## src/rtl/wb_initiator_pkg.sv

```systemverilog
// Shared types for the single-outstanding Wishbone initiator.
// Status codes match the bridge software header.
package wb_initiator_pkg;

  localparam logic [1:0] WBI_OK      = 2'b00;
  localparam logic [1:0] WBI_ERR     = 2'b01;
  localparam logic [1:0] WBI_RTY_EXH = 2'b10;
  localparam logic [1:0] WBI_TIMEOUT = 2'b11;

  typedef enum logic [2:0] {
    IDLE,
    REQ,
    WAIT,
    GAP,
    RESP
  } t_wbi_state;

  typedef enum logic [1:0] {
    ST_OK  = WBI_OK,
    ST_ERR = WBI_ERR,
    ST_RTY = WBI_RTY_EXH,
    ST_TMO = WBI_TIMEOUT
  } t_wbi_status;

endpackage

```

## src/rtl/wb_initiator.sv

```systemverilog
// Wishbone pipelined single-outstanding master with
// bounded retry, timeout and valid/ready response port.
module wb_initiator
  import wb_initiator_pkg::*;
#(
  parameter int ADDR_W  = 32,
  parameter int TIMEOUT = 1024,
  parameter int RETRIES = 2
) (
  input  logic              clk,
  input  logic              rst_n,
  input  logic              cmd_valid,
  output logic              cmd_ready,
  input  logic              cmd_we,
  input  logic [ADDR_W-1:0] cmd_adr,
  input  logic [31:0]       cmd_dat,
  input  logic [3:0]        cmd_sel,
  output logic              rsp_valid,
  input  logic              rsp_ready,
  output logic [31:0]       rsp_dat,
  output logic [1:0]        rsp_status,
  output logic              wb_cyc_o,
  output logic              wb_stb_o,
  output logic              wb_we_o,
  output logic [ADDR_W-1:0] wb_adr_o,
  output logic [31:0]       wb_dat_o,
  output logic [3:0]        wb_sel_o,
  input  logic [31:0]       wb_dat_i,
  input  logic              wb_ack_i,
  input  logic              wb_err_i,
  input  logic              wb_rty_i,
  input  logic              wb_stall_i
);

  localparam int TMO_W =
    (TIMEOUT > 0) ? $clog2(TIMEOUT + 1) : 1;
  localparam int RTY_W =
    (RETRIES > 0) ? $clog2(RETRIES + 1) : 1;
  localparam logic [TMO_W-1:0] TMO_MAX =
    TMO_W'(TIMEOUT);
  localparam logic [TMO_W-1:0] TMO_LAST =
    TMO_W'((TIMEOUT > 0) ? TIMEOUT - 1 : 0);
  localparam logic [RTY_W-1:0] RTY_MAX =
    RTY_W'(RETRIES);

  t_wbi_state       state_q, state_d;
  logic [TMO_W-1:0] tmo_q, tmo_d;
  logic [RTY_W-1:0] rty_q, rty_d;
  logic             take, busy, tmo_hit, fin;
  t_wbi_status      fin_status;
  logic [31:0]      fin_dat;

  assign take = cmd_valid && cmd_ready && (state_q == IDLE);
  assign busy = (state_q == REQ) || (state_q == WAIT)
             || (state_q == GAP);
  assign tmo_hit = (TIMEOUT != 0) && busy
                && (tmo_q == TMO_LAST);

  always_comb begin
    state_d    = state_q;
    tmo_d      = tmo_q;
    rty_d      = rty_q;
    fin        = 1'b0;
    fin_status = ST_OK;
    fin_dat    = 32'd0;
    if (busy && tmo_q != TMO_MAX) tmo_d = tmo_q + 1'b1;
    unique case (state_q)
      IDLE: begin
        if (take) begin
          state_d = REQ;
          tmo_d   = '0;
          rty_d   = '0;
        end
      end
      REQ: if (!wb_stall_i) state_d = WAIT;
      WAIT: begin
        if (wb_err_i) begin
          fin        = 1'b1;
          fin_status = ST_ERR;
        end else if (wb_rty_i) begin
          if (rty_q < RTY_MAX) begin
            rty_d   = rty_q + 1'b1;
            state_d = GAP;
          end else begin
            fin        = 1'b1;
            fin_status = ST_RTY;
          end
        end else if (wb_ack_i) begin
          fin     = 1'b1;
          fin_dat = wb_we_o ? 32'd0 : wb_dat_i;
        end
      end
      GAP:  state_d = REQ;
      RESP: if (rsp_ready) state_d = IDLE;
      default: state_d = IDLE;
    endcase
    // A real termination in the abort cycle still wins.
    if (tmo_hit && !fin) begin
      fin        = 1'b1;
      fin_status = ST_TMO;
      fin_dat    = 32'd0;
    end
    if (fin) state_d = RESP;
  end

  always_ff @(posedge clk or negedge rst_n) begin
    if (!rst_n) begin
      state_q    <= IDLE;
      tmo_q      <= '0;
      rty_q      <= '0;
      cmd_ready  <= 1'b1;
      rsp_valid  <= 1'b0;
      wb_cyc_o   <= 1'b0;
      wb_stb_o   <= 1'b0;
      wb_we_o    <= 1'b0;
      wb_adr_o   <= '0;
      wb_dat_o   <= '0;
      wb_sel_o   <= '0;
      rsp_dat    <= '0;
      rsp_status <= '0;
    end else begin
      state_q   <= state_d;
      tmo_q     <= tmo_d;
      rty_q     <= rty_d;
      cmd_ready <= (state_d == IDLE);
      rsp_valid <= (state_d == RESP);
      wb_cyc_o  <= (state_d == REQ) || (state_d == WAIT);
      wb_stb_o  <= (state_d == REQ);
      if (take) begin
        wb_we_o  <= cmd_we;
        wb_adr_o <= cmd_adr;
        wb_dat_o <= cmd_dat;
        wb_sel_o <= cmd_sel;
      end
      if (fin) begin
        rsp_status <= fin_status;
        rsp_dat    <= fin_dat;
      end
    end
  end

endmodule

```

## config.mk

```make
export PLATFORM = sky130hd
export DESIGN_NAME = wb_initiator
export DESIGN_NICKNAME = d
export VERILOG_FILES = /design/src/rtl/wb_initiator_pkg.sv /design/src/rtl/wb_initiator.sv
export SDC_FILE = /design/constraint.sdc
export NUM_CORES = 1
export LEC_CHECK = 0
export BUFFER_PORTS_ARGS = -buffer_cell sky130_fd_sc_hd__buf_4
export CAP_MARGIN = 5
export CORE_MARGIN = 4
export CORE_UTILIZATION = 43
export DETAILED_ROUTE_END_ITERATION = 6
export GPL_ROUTABILITY_DRIVEN = 1
export PLACE_DENSITY = 0.77
export SLEW_MARGIN = 15
export SYNTH_ARGS = -nofsm -noshare
export SYNTH_HDL_FRONTEND = slang
export SYNTH_SLANG_ARGS = --single-unit
```

## constraint.sdc

```tcl
create_clock -name clk -period 1.9 [get_ports clk]
set_clock_uncertainty 0.05 [all_clocks]
set_input_delay 0.095 -clock clk [delete_from_list [all_inputs] [get_ports clk]]
set_output_delay 0.095 -clock clk [all_outputs]
set_load 0.02 [all_outputs]
```

==> results of run 1 <==
==> routing by layer <==
| metal | wire length (um) | vias up |
|---|---|---|
| met2 | 8130 | 165 |
| met5 | 0 | - |
| li1 | - | 1882 |
| met1 | 5650 | 2042 |
| met4 | 335 | 0 |
| met3 | 957 | 28 |
==> final cells by class <==
| type | count | area share (%) |
|---|---|---|
| Sequential cell | 123 | 36.6 |
| Timing Repair Buffer | 339 | 34.3 |
| Multi-Input combinational cell | 186 | 20.4 |
| Clock buffer | 22 | 5.63 |
| Tap cell | 140 | 2.08 |
| Clock inverter | 8 | 0.832 |
| Inverter | 3 | 0.134 |
| Antenna cell | 1 | 0.0297 |
==> cells in the mapped netlist (all sizes together) (5+ instances only) <==
master    n
dfrtp   122
nor3      8
nor2     15
mux2     69
buf      18
nor4      7
nand2     6
a22o     33
xnor2     5
==> kinds of logic (layout without fill, tap and decap cells) <==
family | Yosys count | count (layout) | share of synthesized area, %
DFF | 123 | 123 | 62.4
xor gates and xnor gates | 8 | 8 | 1.42
AOI/OAI and AO/OA | 48 | 48 | 8.51
and+or+nand+nor | 58 | 59 | 7.32
adders and majority gates | 2 | 2 | 0.507
muxes | 69 | 69 | 16.3
other | 0 | 1 | 0
buffers and inverters | 21 | 372 | 3.55
==> worst max-delay path, stage by stage, from the launching register on <==
cell and delay (ps):
dfrtp_1 420, ha_1 260, nand3_2 130, nor4_4 70, buf_4 130, buf_4 130, or3_1 400, nor3_1 190
==> power by group <==
group	leakage [nW]	internal, mW	switching [mW]	total, mW
Combinational	2.28	3.07	3.05	6.12
Clock	0.267	1.87	1.05	2.92
Sequential	1.54	3.81	0.723	4.53
==> state kept, by name, summed over array words and instances, names as in the netlist, 2 cells and up <==
| register | count |
|---|---|
| rsp_dat | 32 |
| rsp_status | 2 |
| rty_q | 2 |
| state_q | 3 |
| tmo_q | 11 |
| wb_adr_o | 32 |
| wb_dat_o | 32 |
| wb_sel_o | 4 |
==> worst max-delay path by stage <==
| stage | from | endpoint | slack [ps] | cells after the start |
|---|---|---|---|---|
| 2_1_floorplan | cmd_ready | wb_dat_o[22] | 90 | 5 |
| 3_3_place_gp | cmd_ready | wb_dat_o[22] | -20 | 4 |
| 3_5_place_dp | cmd_ready | wb_dat_o[30] | -70 | 4 |
| 4_1_cts | state_q[2] | rsp_dat[31] | -9 | 5 |
| 5_1_grt | tmo_q[0] | wb_cyc_o | -40 | 8 |
| 6_report | tmo_q[0] | wb_stb_o | 30 | 7 |
==> stage by stage <==
| step | utilization [%] | total power [mW] | area (um^2) | setup WS, ps | setup TNS (ps) |
|---|---|---|---|---|---|
| after floorplan | - | 7.81 | 4940 | 90.3 | 0 |
| after global placement | 60.9 | 10.1 | 6720 | -20.9 | -98.2 |
| final | 76.3 | 13.6 | 8420 | 31.9 | 0 |
| after detailed placement | 60.9 | 10.3 | 6720 | -66.0 | -2520 |
| after CTS | 75.9 | 13.5 | 8370 | -8.86 | -56.5 |
| after global routing | 76.3 | 14.3 | 8420 | -43.2 | -155 |
==> timing repair <==
action / CTS / global route
resized for setup: 3 / 6
gates cloned: 2 / 0
hold buffers: 103 / 0
endpoints found under the setup margin: 101 / 24
setup buffers: 4 / 3
endpoints found under the hold margin: 141 / 0
pin swaps: 2 / 6
==> results.cfg, run 1 <==
[placed_design]
dp.cells = 679
gp_congestion = 0.783
port_buffers = 215
hpwl_mm = 9.15

[cts]
numCtsBuffers = 17
cts.sinks = 123
h-tree-depth = 4
path_clk_slew_ps = 50
cts_tree = built
clock_path_buffers = 2
ctsRootBufferMaster = clkbuf_16
insertion_delay_ps = 400

[drt]
post_drt_wl_per_cell_um = 18.3
ant_nets = 0
wl_mm = 15.1
first_pass_iters = 6
vias_per_cell = 5.01
drc = 0
drt_iter0_drc = 191
via_count = 4117

[timing]
setup_viol = 0
slew_violations = 0
fin_hold_ws_ps = 101
min_period_over_period_pct = 98.3
hold_violations = 0
min_period_ps = 1870
rsz0062_at_grt = yes
worst-slew-pin-transition_ps = 444
max-slew-margin-rel_pct = 70.2
max_freq_ghz = 0.535

[setup_path]
setup.worst_path.end_class = register
crit_type = reg -> reg
path_max_fanout = 4
reg2reg_depth = 7
cp.required_ps = 2150
r2r_start = tmo_q[0]
r2r_setup_slack_ps = 30
arrival_ps = 2120
rr_endpoint = wb_stb_o
critPathLaunchType = register

[power_and_ir_drop]
ir_drop_mv = 0.944
p_leak_nw = 4.09
powerDensity_nw_per_um2 = 1610

[finish]
nFillCells = 624
syn2layout_area_growth_pct = 70.5
drive_gt1_share_pct = 50.8
finalNetCount = 781
layout_common_cells = 228 x buf_4, 122 x dfrtp_1, 103 x dlygate4sd3_1, 59 x mux2_2, 33 x a22o_1
final-seq-area_um2 = 3080
multi_input_area_um2 = 1720
layout_commonest_cell = buf_4
finalNonFillerCells = 822

[global_route]
gr-total-overflow = 0
antenna_found_initial = 0
grt_first_pass_wirelength_mm = 23.4
first_global_vias = 4447
use_met2_pct = 41.0
grt_util_met1_pct = 26.0
met3_usage_pct = 5.58
grt_use_total_pct = 22.8
grt_start_max_net_pins = 48
grt_busiest_layer = met2

[floorplan]
start_util_pct = 44.8
rows = 38
io_pins = 216
coreArea_um2 = 11000
fp.dieH_um = 115
dieArea_um2 = 13300
die_w_um = 115

[flow_run]
drv_cap = 0

[min_path]
whs_path_depth = 4
min_from = wb_stall_i
hp-class = in -> reg
min_to = state_q[1]

[synth]
synth_seq_cells = 123
synth_fp_nets = 440
synth_top_area_share_pct = 61.8
yosys_most_used_dff = dfrtp_1
synthArstFlopShare_pct = 100
synth-edff-count = 0
yosys.area.top_type = dfrtp_1
yosys-top-cells-area = dfrtp_1 62%, mux2_2 13%, a22o_1 5.9%
avgSynthCellArea_um2 = 15.0
synth_area_um2 = 4940
yosysUniqueCellTypes = 44
yosysWarnings = 0
ys_seq_area_share_pct = 62.4
syn_inst = 329

[run_status]
outcome = finished, final reports clean
(Power assumes the default switching activity.)
==> inputs of run 2 (changes only) <==
Settings changed: CORE_UTILIZATION 43 to 44, CTS_BUF_LIST from default to sky130_fd_sc_hd__clkbuf_8, GPL_ROUTABILITY_DRIVEN 1 to default, PLACE_DENSITY 0.77 to 0.78.
==> run 2 against run 1 <==
  * The flow now finishes with violations (setup timing)
  * Non-clock buffer count up 7
  * Register-to-register slack worse by 70 ps
  * Utilization down 0.50 points
  * Sequential power up 1%
  * Clock power down 31%
  * Via count up 2.5%
  * Global-route usage up 2.1 points
  * First-iteration DRC count up 83%
  * Fmax down 3.4%
  * Worst hold slack worse by 12 ps
  * Count of clock-buffer cells in the layout down 3
  * Sequential share of layout area up 0.56 points
==> results.cfg, run 2 (synthesis results as in run 1) <==
[drt]
first_pass_iters = 4
wl_met3_mm = 1.17
drt_iter0_drc = 349
top_layer = met4
routed-wl-met2_mm = 8.43
met1_length_mm = 6.32
ant_nets = 0
via_count = 4221
post_drt_wl_per_cell_um = 19.7
drc = 0
wl_mm = 16.3
vias_per_cell = 5.09

[global_route]
gr-total-overflow = 0
first_global_vias = 4521
grt_use_total_pct = 24.8
grt_start_max_net_pins = 53
grt_first_pass_wirelength_mm = 24.6
antenna_found_initial = 2

[timing]
max_freq_ghz = 0.517
setup_viol = 9
rsz0062_at_grt = yes
fin_hold_ws_ps = 88.7
hold_violations = 0
min_period_over_period_pct = 102
min_period_ps = 1930
worst_slack_ps = -34.6
fin_setup_tns_ps = -89.5
max-slew-margin-rel_pct = 68.5
worst-slew-pin-transition_ps = 472
slew_violations = 0

[finish]
layout_commonest_cell = buf_4
drive_gt1_share_pct = 51.7
reg.largest.list = rsp_dat: 32 flops, wb_adr_o: 32 flops, wb_dat_o: 32 flops
layout_common_cells = 233 x buf_4, 122 x dfrtp_1, 103 x dlygate4sd3_1, 59 x mux2_2, 33 x a22o_1
finalNetCount = 788
syn2layout_area_growth_pct = 67.9

[cts]
numCtsBuffers = 17
cts.sinks = 123
insertion_delay_ps = 420
ctsRootBufferMaster = clkbuf_8
cts_tree = built
path_clk_slew_ps = 60
h-tree-depth = 4
clock_path_buffers = 2

[power_and_ir_drop]
powerDensity_nw_per_um2 = 1560
switchingPower_mw = 4.88
swShare_pct = 37.7
clkPwrFrac_pct = 15.6
comb_power_share_pct = 49.0
p_seq_share_pct = 35.4
ir_drop_mv = 1.12
p_leak_nw = 4.04
internal-power_mw = 8.06

[run_status]
outcome = finished with violations
violations = setup timing

[placed_design]
gp_congestion = 0.796
port_buffers = 215
hpwl_mm = 9.33

[floorplan]
start_util_pct = 45.2
die_w_um = 114
io_pins = 216
coreArea_um2 = 10900
fp.dieH_um = 114
dieArea_um2 = 13000
rows = 38

[setup_path]
cp.required_ps = 2170
path_max_fanout = 5
critPathLaunchType = register
arrival_ps = 2200
setup.worst_path.end_class = register
crit_type = reg -> reg

[flow_run]
drv_cap = 0

[min_path]
hp-class = in -> reg
-- run 2: cell count changes in the layout (fill, tap and decap cells not counted), sizes merged --
| cell | change |
|---|---|
| buf | +6 |
| bufbuf | +1 |
| clkbuf | -3 |
| clkinv | -1 |
| clkinvlp | +1 |
| diode | +1 |
| inv | +2 |
-- run 2: final timing paths --
| kind | startpoint | end | slack, ps | depth (start not counted) |
|---|---|---|---|---|
| worst max-delay path | state_q[1] | cmd_ready | -30 | 6 |
| worst min-delay path | wb_stall_i | state_q[1] | 90 | 4 |
| worst max register to register | state_q[1] | cmd_ready | -30 | 6 |
| worst min register to register | rsp_dat[14] | rsp_dat[14] | 460 | 1 |
| max in group asynchronous | rst_n | wb_adr_o[16] | 1010 | 3 |
| min in group asynchronous | rst_n | wb_dat_o[22] | 140 | 2 |
-- run 2: cell type report --
cell class / instances / area [um^2]
Timing Repair Buffer: 346 / 2940
Clock inverter: 10 / 80.1
Fill cell: 604 / 2640
Multi-Input combinational cell: 186 / 1740
Clock buffer: 19 / 262
Tap cell: 140 / 175
Inverter: 3 / 11.3
Antenna cell: 2 / 5.00
Sequential cell: 123 / 3080
-- run 2: power by group through the flow --
stage / Combinational, mW / Sequential, mW / Clock [mW]
after floorplan: 2.07 / 5.74 / 0
after global placement: 5.64 / 4.46 / 0
after detailed placement: 5.78 / 4.51 / 0
after CTS: 6.06 / 4.48 / 2.06
after global routing: 6.67 / 4.70 / 2.18
final: 6.35 / 4.58 / 2.01
-- run 2: critical path, stage by stage, from the launching register on --
cell     delay, ps
dfrtp_1        420
buf_6          150
or3b_4         250
a31oi_4         60
buf_4          190
or3_4          410
nor4_4         300
-- run 2: repair_timing --
action,4_1_cts,5_1_grt
resized for setup,4,8
setup endpoints to repair,58,33
buffers inserted,0,11
pin swaps,1,4
cloned,1,2
endpoints found under the hold margin,173,0
hold buffers,103,0
-- run 2: per-stage QoR --
stage	instances	total power, mW	setup WS, ps	cell area, um^2	util, %
6_report	829	12.9	-34.6	8290	75.8
5_1_grt	829	13.6	-68.9	8290	75.8
4_1_cts	815	12.6	-6.77	8160	74.7
3_5_place_dp	682	10.3	-67.4	6740	61.6
3_3_place_gp	682	10.1	-26.1	6740	61.6
2_1_floorplan	329	7.81	90.3	4940	-
-- run 2: layer usage --
metal | vias to the layer above | GRT usage (%)
li1 | 1897 | -
met1 | 2079 | 29.3
met2 | 205 | 42.8
met3 | 40 | 7.64
met4 | 0 | 9.18
met5 | - | 0
